## config.mk

```make
export PLATFORM = sky130hd
export DESIGN_NAME = led_pixel_serializer_flat
export DESIGN_NICKNAME = d
export VERILOG_FILES = /design/src/rtl/led_ser_pkg.sv /design/src/rtl/led_pixel_serializer_if.sv /design/src/rtl/led_ser_shift_reg.sv /design/src/rtl/led_pixel_serializer.sv /design/src/flat_wrapper.sv
export SDC_FILE = /design/constraint.sdc
export NUM_CORES = 1
export LEC_CHECK = 0
export ABC_AREA = 1
export CELL_PAD_IN_SITES_DETAIL_PLACEMENT = 1
export CELL_PAD_IN_SITES_GLOBAL_PLACEMENT = 2
export CORE_ASPECT_RATIO = 1.4
export CORE_UTILIZATION = 25
export DETAILED_ROUTE_END_ITERATION = 16
export HOLD_SLACK_MARGIN = 0.02
export PLACE_DENSITY_LB_ADDON = 0.1
export SYNTH_ARGS = -nofsm -noshare
export SYNTH_HDL_FRONTEND = slang
export SYNTH_SLANG_ARGS = --single-unit
```

## constraint.sdc

```tcl
create_clock -name DCK -period 2.2 [get_ports DCK]
set_input_delay 0.22 -clock DCK [delete_from_list [all_inputs] [get_ports DCK]]
set_output_delay 0.22 -clock DCK [all_outputs]
set_load 0.1 [all_outputs]
```

## src/rtl/led_ser_pkg.sv

```systemverilog
// led_ser_pkg: shared widths, frame size, FSM state type and brightness scaling for the LED pixel serializer
package led_ser_pkg;

    localparam int PIX_W         = 16;
    localparam int PIX_PER_FRAME = 512;
    localparam int IDX_W         = 9;

    typedef enum logic [1:0] {IDLE, SHIFT, GAP} state_t;

    // (pix * (bright + 1)) >> 8 on a 16x9-bit product; bright = 255 returns pix unchanged
    function automatic logic [PIX_W-1:0] scale_pix(input logic [PIX_W-1:0] pix, input logic [7:0] bright);
        logic [PIX_W+8:0] prod;
        prod = {9'd0, pix} * ({{PIX_W{1'b0}}, 1'b0, bright} + (PIX_W+9)'(1));
        return PIX_W'(prod >> 8);
    endfunction

endpackage

```

## src/rtl/led_pixel_serializer_if.sv

```systemverilog
// led_pixel_serializer_if: pixel word valid/ready handshake; carries bright when LED_SER_BRIGHTNESS_EN is defined
interface led_pixel_serializer_if;
    import led_ser_pkg::*;

    logic [PIX_W-1:0] pix_data;
    logic             pix_valid;
    logic             pix_ready;
`ifdef LED_SER_BRIGHTNESS_EN
    logic [7:0]       bright;

    modport master (output pix_data, pix_valid, bright, input pix_ready);
    modport slave  (input pix_data, pix_valid, bright, output pix_ready);
`else
    modport master (output pix_data, pix_valid, input pix_ready);
    modport slave  (input pix_data, pix_valid, output pix_ready);
`endif

endinterface

```

## src/rtl/led_ser_shift_reg.sv

```systemverilog
// led_ser_shift_reg: 16-bit load/shift-right register with bit counter; dout is bit 0, last_bit marks bit 15
module led_ser_shift_reg
    import led_ser_pkg::*;
(
    input  logic             clk,
    input  logic             rst,
    input  logic             load,
    input  logic             shift,
    input  logic [PIX_W-1:0] din,
    output logic             dout,
    output logic             last_bit
);

    logic [PIX_W-1:0] sr;
    logic [3:0]       bit_cnt;

    // load restarts the bit count; each shift pushes the next bit into position 0 (zeros fill from the top)
    always_ff @(posedge clk or posedge rst) begin
        if (rst) begin
            sr      <= '0;
            bit_cnt <= '0;
        end else if (load) begin
            sr      <= din;
            bit_cnt <= '0;
        end else if (shift) begin
            sr      <= sr >> 1;
            bit_cnt <= bit_cnt + 4'd1;
        end
    end

    assign dout     = sr[0];
    assign last_bit = bit_cnt == 4'd15;

endmodule

```

## src/rtl/led_pixel_serializer.sv

```systemverilog
// led_pixel_serializer: serializes 16-bit pixel words LSB first on DAI/DEN with even-length DEN-low commit runs; optional LED_SER_BRIGHTNESS_EN scales words by bright
module led_pixel_serializer
    import led_ser_pkg::*;
#(
    parameter int GAP_CYCLES = 2
) (
    input  logic                  DCK,
    input  logic                  rst,
    led_pixel_serializer_if.slave bus,
    output logic                  DAI,
    output logic                  DEN,
    output logic [IDX_W-1:0]      pix_idx,
    output logic                  frame_done
);

    localparam int GW = $clog2(GAP_CYCLES + 1);
    localparam logic [IDX_W-1:0] LAST_IDX = IDX_W'(PIX_PER_FRAME - 1);

    if (GAP_CYCLES < 2 || GAP_CYCLES % 2 != 0) begin : g_bad_gap
        $error("GAP_CYCLES must be even and at least 2");
    end

    state_t           state;
    logic [GW-1:0]    gap_cnt;
    logic             run_odd;
    logic             ready;
    logic             accept;
    logic             gap_last;
    logic             last_bit;
    logic [PIX_W-1:0] load_word;

    assign bus.pix_ready = ready;
    assign accept        = bus.pix_valid && ready;
    assign gap_last      = state == GAP && gap_cnt == GW'(GAP_CYCLES - 1);

`ifdef LED_SER_BRIGHTNESS_EN
    assign load_word = scale_pix(bus.pix_data, bus.bright);
`else
    assign load_word = bus.pix_data;
`endif

    led_ser_shift_reg u_shift (
        .clk      (DCK),
        .rst      (rst),
        .load     (accept),
        .shift    (state == SHIFT),
        .din      (load_word),
        .dout     (DAI),
        .last_bit (last_bit)
    );

    // Word framing FSM; run_odd is the parity of the DEN-low run counted through the current cycle,
    // so a word is only accepted where the run it closes is even
    always_ff @(posedge DCK or posedge rst) begin
        if (rst) begin
            state      <= IDLE;
            DEN        <= 1'b0;
            ready      <= 1'b1;
            run_odd    <= 1'b0;
            gap_cnt    <= '0;
            pix_idx    <= LAST_IDX;
            frame_done <= 1'b0;
        end else begin
            frame_done <= gap_last && pix_idx == LAST_IDX;
            if (accept)
                pix_idx <= pix_idx == LAST_IDX ? '0 : pix_idx + 1'b1;
            case (state)
                IDLE: begin
                    if (accept) begin
                        state <= SHIFT;
                        DEN   <= 1'b1;
                        ready <= 1'b0;
                    end else begin
                        run_odd <= !run_odd;
                        ready   <= run_odd;
                    end
                end
                SHIFT: begin
                    if (last_bit) begin
                        state   <= GAP;
                        DEN     <= 1'b0;
                        gap_cnt <= '0;
                        ready   <= 1'b0;
                    end
                end
                GAP: begin
                    if (gap_last && accept) begin
                        state <= SHIFT;
                        DEN   <= 1'b1;
                        ready <= 1'b0;
                    end else if (gap_last) begin
                        state   <= IDLE;
                        run_odd <= 1'b1;
                        ready   <= 1'b0;
                    end else begin
                        gap_cnt <= gap_cnt + 1'b1;
                        ready   <= gap_cnt == GW'(GAP_CYCLES - 2);
                    end
                end
                default: begin
                    state <= IDLE;
                    DEN   <= 1'b0;
                    ready <= 1'b1;
                end
            endcase
        end
    end

endmodule
```

## src/flat_wrapper.sv

```systemverilog
// flat-port wrapper written by rule: the top's interface ports become plain ports
module led_pixel_serializer_flat import led_ser_pkg::*;
#(
    parameter int GAP_CYCLES = 2
)
  (DCK, rst, DAI, DEN, pix_idx, frame_done, bus_pix_data, bus_pix_valid, bus_pix_ready);
  led_pixel_serializer_if bus_i ();
  input  logic DCK;
  input  logic rst;
  output logic DAI;
  output logic DEN;
  output logic [IDX_W-1:0] pix_idx;
  output logic frame_done;
  input wire logic [$bits(bus_i.pix_data)-1:0] bus_pix_data;
  input wire logic [$bits(bus_i.pix_valid)-1:0] bus_pix_valid;
  output wire logic [$bits(bus_i.pix_ready)-1:0] bus_pix_ready;
  assign bus_i.pix_data = bus_pix_data;
  assign bus_i.pix_valid = bus_pix_valid;
  assign bus_pix_ready = bus_i.pix_ready;
  led_pixel_serializer #(.GAP_CYCLES(GAP_CYCLES)) u_core (.DCK(DCK), .rst(rst), .bus(bus_i), .DAI(DAI), .DEN(DEN), .pix_idx(pix_idx), .frame_done(frame_done));
endmodule
```

==> key figures <==
Die
  – Die area: approximately 7500 sq um
  – Core Region: around 6900 sq um
  – Row cnt: 36
  – I/O pin total: 32
  – Die Wd: about 74 um
  – Die height: 102 um
  – Starting Density: 25.8%

GRT
  – Global-route wire length before repair: 7700 um
  – Busiest grt layer: met2
  – GR Layer Usage met2: 21.9%
  – Remaining global-route overflow: 0
  – GR met3 Demand/Resource: around 2.9%
  – Initial antenna violation count: 0
  – Met1 usage: 17.8%
  – Largest net degree at the start of global routing: 38
  – Vias in the first global route: 1,560
  – GR Util All Layers: between 10% and 20%

Clock tree
  – Clock buffer depth: 2
  – CTS root buf: clkbuf_8
  – CTS clk-pin slew, worst paths: 0.08 ns
  – H-tree lvl count: 2
  – CTS tree: done
  – TritonCTS buffer count: 5
  – Clk_lat worst skew: 0.29 ns
  – Hold buffer count at cts: 0
  – Sink Count: 37
  – Setup Buffers After CTS: 0
  – # resized after CTS: 0

Setup path
  – Worst R2R Path Depth: 6
  – Arrival time worst endpoint: 2.03 ns
  – Critical Path Fanout Max: 4
  – Crit. End Element: flip-flop
  – Req. time, crit path: around 2.4 ns
  – R2R Path End: u_core.frame_done
  – Register-to-register setup slack: 0.37 ns
  – Critical Path Start Type: flip-flop
  – Reg2reg start: u_core.pix_idx[1]
  – CP Class: flip-flop to flip-flop

Synth
  – Top cells by area, synth: dfrtp_1 (38%), dfstp_2 (15%), nand2_1 (9.6%)
  – Yosys top cell by area: dfrtp_1
  – Synthesized Nets: 237
  – Unique masters post-synth: 23
  – Area share of the largest cell type after synthesis: 37.7%
  – Mean post-synth cell area: 8.45 sq um
  – Syn. warnings: 0
  – Mapped cell area: ~1800 sq um
  – #FFs+latches synth: 37
  – Post-synthesis sequential area ratio: 52.4%
  – Post-Syn Instances: 212

Cells and area
  – Fin util: between 30% and 40%
  – Final Net Count: about 270
  – Layout cell share with drive strength beyond 1: 18.9%
  – Diodes inserted: 0
  – Area growth syn-to-layout: 27.9%
  – Design Area, Final: 2290 sq um

STA
  – Fmax: roughly 550 MHz
  – Slew @ Worst Pin: 0.495 ns
  – Final setup vio count: 0
  – Setup TNS: 0 ns
  – Rel. slew slack: 67.0%
  – Slew Viols, Final: 0
  – Fin. Hold Viols: 0
  – RSZ-0062 raised after global routing: no
  – Final Skew: between 0.003 and 0.004 ns
  – Minimum clock period: 1.83 ns
  – Final worst-path cycle share: a little over four fifths

Routing
  – Routed vias: 1,510
  – First drt pass iteration count: 4
  – Antenna Violating Nets Remaining: 0
  – Vias/cell: 4.39
  – Iteration-0 DRC count of the detailed router: 54
  – DRC errors left: 0
  – DR WL/cell: 13.1 um
  – Final WL: 4500 um

Flow run
  – Max Cap Violations: 0

Power
  – Max rail drop VDD: ~480 uV
  – Leakage: ~1.1 nW
  – Cell Pwr Density: 1380 nW/um^2

Place
  – IO Port Bufs: 31
  – Dpl hpwl: around 3300 um
  – GP Congestion: 0.722
  – Dpl cell area: 2190 sq um

Min path
  – Hold Crit Class: primary input to asynchronous set/reset pin

Outcome
  – Status: completed
==> flip-flops by register name (all words and copies together) (netlist names) <==
signal,flops
u_core.frame_done,1
u_core.gap_cnt,2
u_core.bus.pix_ready,1
u_core.u_shift.bit_cnt,4
u_core.u_shift.sr,16
u_core.run_odd,1
u_core.DEN,1
u_core.state,2
u_core.pix_idx,9
==> worst max-delay path by stage <==
| stage | from | end | slack (ns) | cells after the start |
|---|---|---|---|---|
| global route | u_core.pix_idx[1] | u_core.frame_done | 0.1 | 6 |
| floorplan | u_core.pix_idx[1] | u_core.pix_idx[2] | 0.07 | 7 |
| global placement | u_core.pix_idx[0] | u_core.pix_idx[6] | 0.43 | 7 |
| detailed placement | u_core.pix_idx[1] | u_core.frame_done | 0.31 | 6 |
| finish | u_core.pix_idx[1] | u_core.frame_done | 0.37 | 6 |
| CTS | u_core.pix_idx[1] | u_core.pix_idx[6] | 0.32 | 7 |
==> stage by stage <==
stage | hold slack, ns | power, mW | instances | setup slack (ns)
final | 0.353 | 3.16 | 344 | 0.368
after global routing | 0.408 | 3.37 | 344 | 0.0987
after CTS | 0.365 | 3.22 | 344 | 0.318
after detailed placement | 0.470 | 2.66 | 336 | 0.313
after global placement | 0.470 | 2.66 | 336 | 0.432
after floorplan | 0.353 | 2.30 | 212 | 0.0719
==> worst max-delay path, stage by stage, from the launching register on <==
cell and delay (ns):
dfstp_2 0.57, ha_1 0.17, nand2_1 0.09, nor4b_1 0.42, ha_1 0.25, inv_1 0.07, nor4_1 0.16
==> Yosys cell counts (all sizes together) <==
| cell type | count |
|---|---|
| nand2 | 51 |
| o21ai | 37 |
| inv | 29 |
| dfrtp | 27 |
| nor2 | 17 |
| a21oi | 10 |
| dfstp | 10 |
| nand3 | 9 |
| ha | 6 |
| buf | 5 |
| o211ai | 4 |
| nand4 | 2 |
| a22o | 1 |
| clkbuf | 1 |
| nor4 | 1 |
| nor4b | 1 |
| o21a | 1 |
==> cells by family (layout without fill, tap and decap cells) <==
kind of cell | after synthesis | count (layout) | synth area share, %
and+or+nand+nor | 81 | 81 | 19.4
AOI/OAI and AO/OA | 53 | 53 | 16.3
DFF | 37 | 37 | 52.4
buffers and inverters | 35 | 72 | 7.69
adders and majority gates | 6 | 6 | 4.19
==> cell type report <==
type                            count  area [sq um]
Clock inverter                      1          5.00
Timing Repair Buffer               35           308
Sequential cell                    37           938
Clock buffer                        7          96.3
Multi-Input combinational cell    140           714
Inverter                           29           109
Fill cell                         862          4650
Tap cell                           95           119
==> cell usage in the layout, fill, tap and decap left out <==
cell type        netlist  routed
nand2_1               46      46
o21ai_0               27      27
dfrtp_1               27      27
inv_1                 26      26
clkdlybuf4s50_1        0      18
buf_4                  0      17
nor2_1                16      16
a21oi_1               10      10
o21ai_1               10      10
dfstp_2               10      10
nand3_1                8       8
clkbuf_8               0       7
ha_1                   6       6
nand2_2                5       5
inv_2                  3       3
nand4_1                2       2
o211ai_1               2       2
o211ai_2               2       2
a22o_1                 1       1
o21a_1                 1       1
nor2_2                 1       1
nand3_2                1       1
nor4b_1                1       1
nor4_1                 1       1
clkinv_2               0       1
==> report_power, final <==
part           switching [mW]  total (mW)  internal, mW
sequential              0.169        1.13         0.963
combinational            1.12        1.49         0.371
clock                   0.259       0.543         0.284
==> per-layer routing <==
| layer | share of wire [%] | wire length [um] |
|---|---|---|
| met1 | 47 | 2110 |
| met2 | 48 | 2180 |
| met3 | 3.0 | 136 |
| met4 | 1.7 | 76 |
| met5 | 0 | 0 |
(Power assumes the default switching activity.)
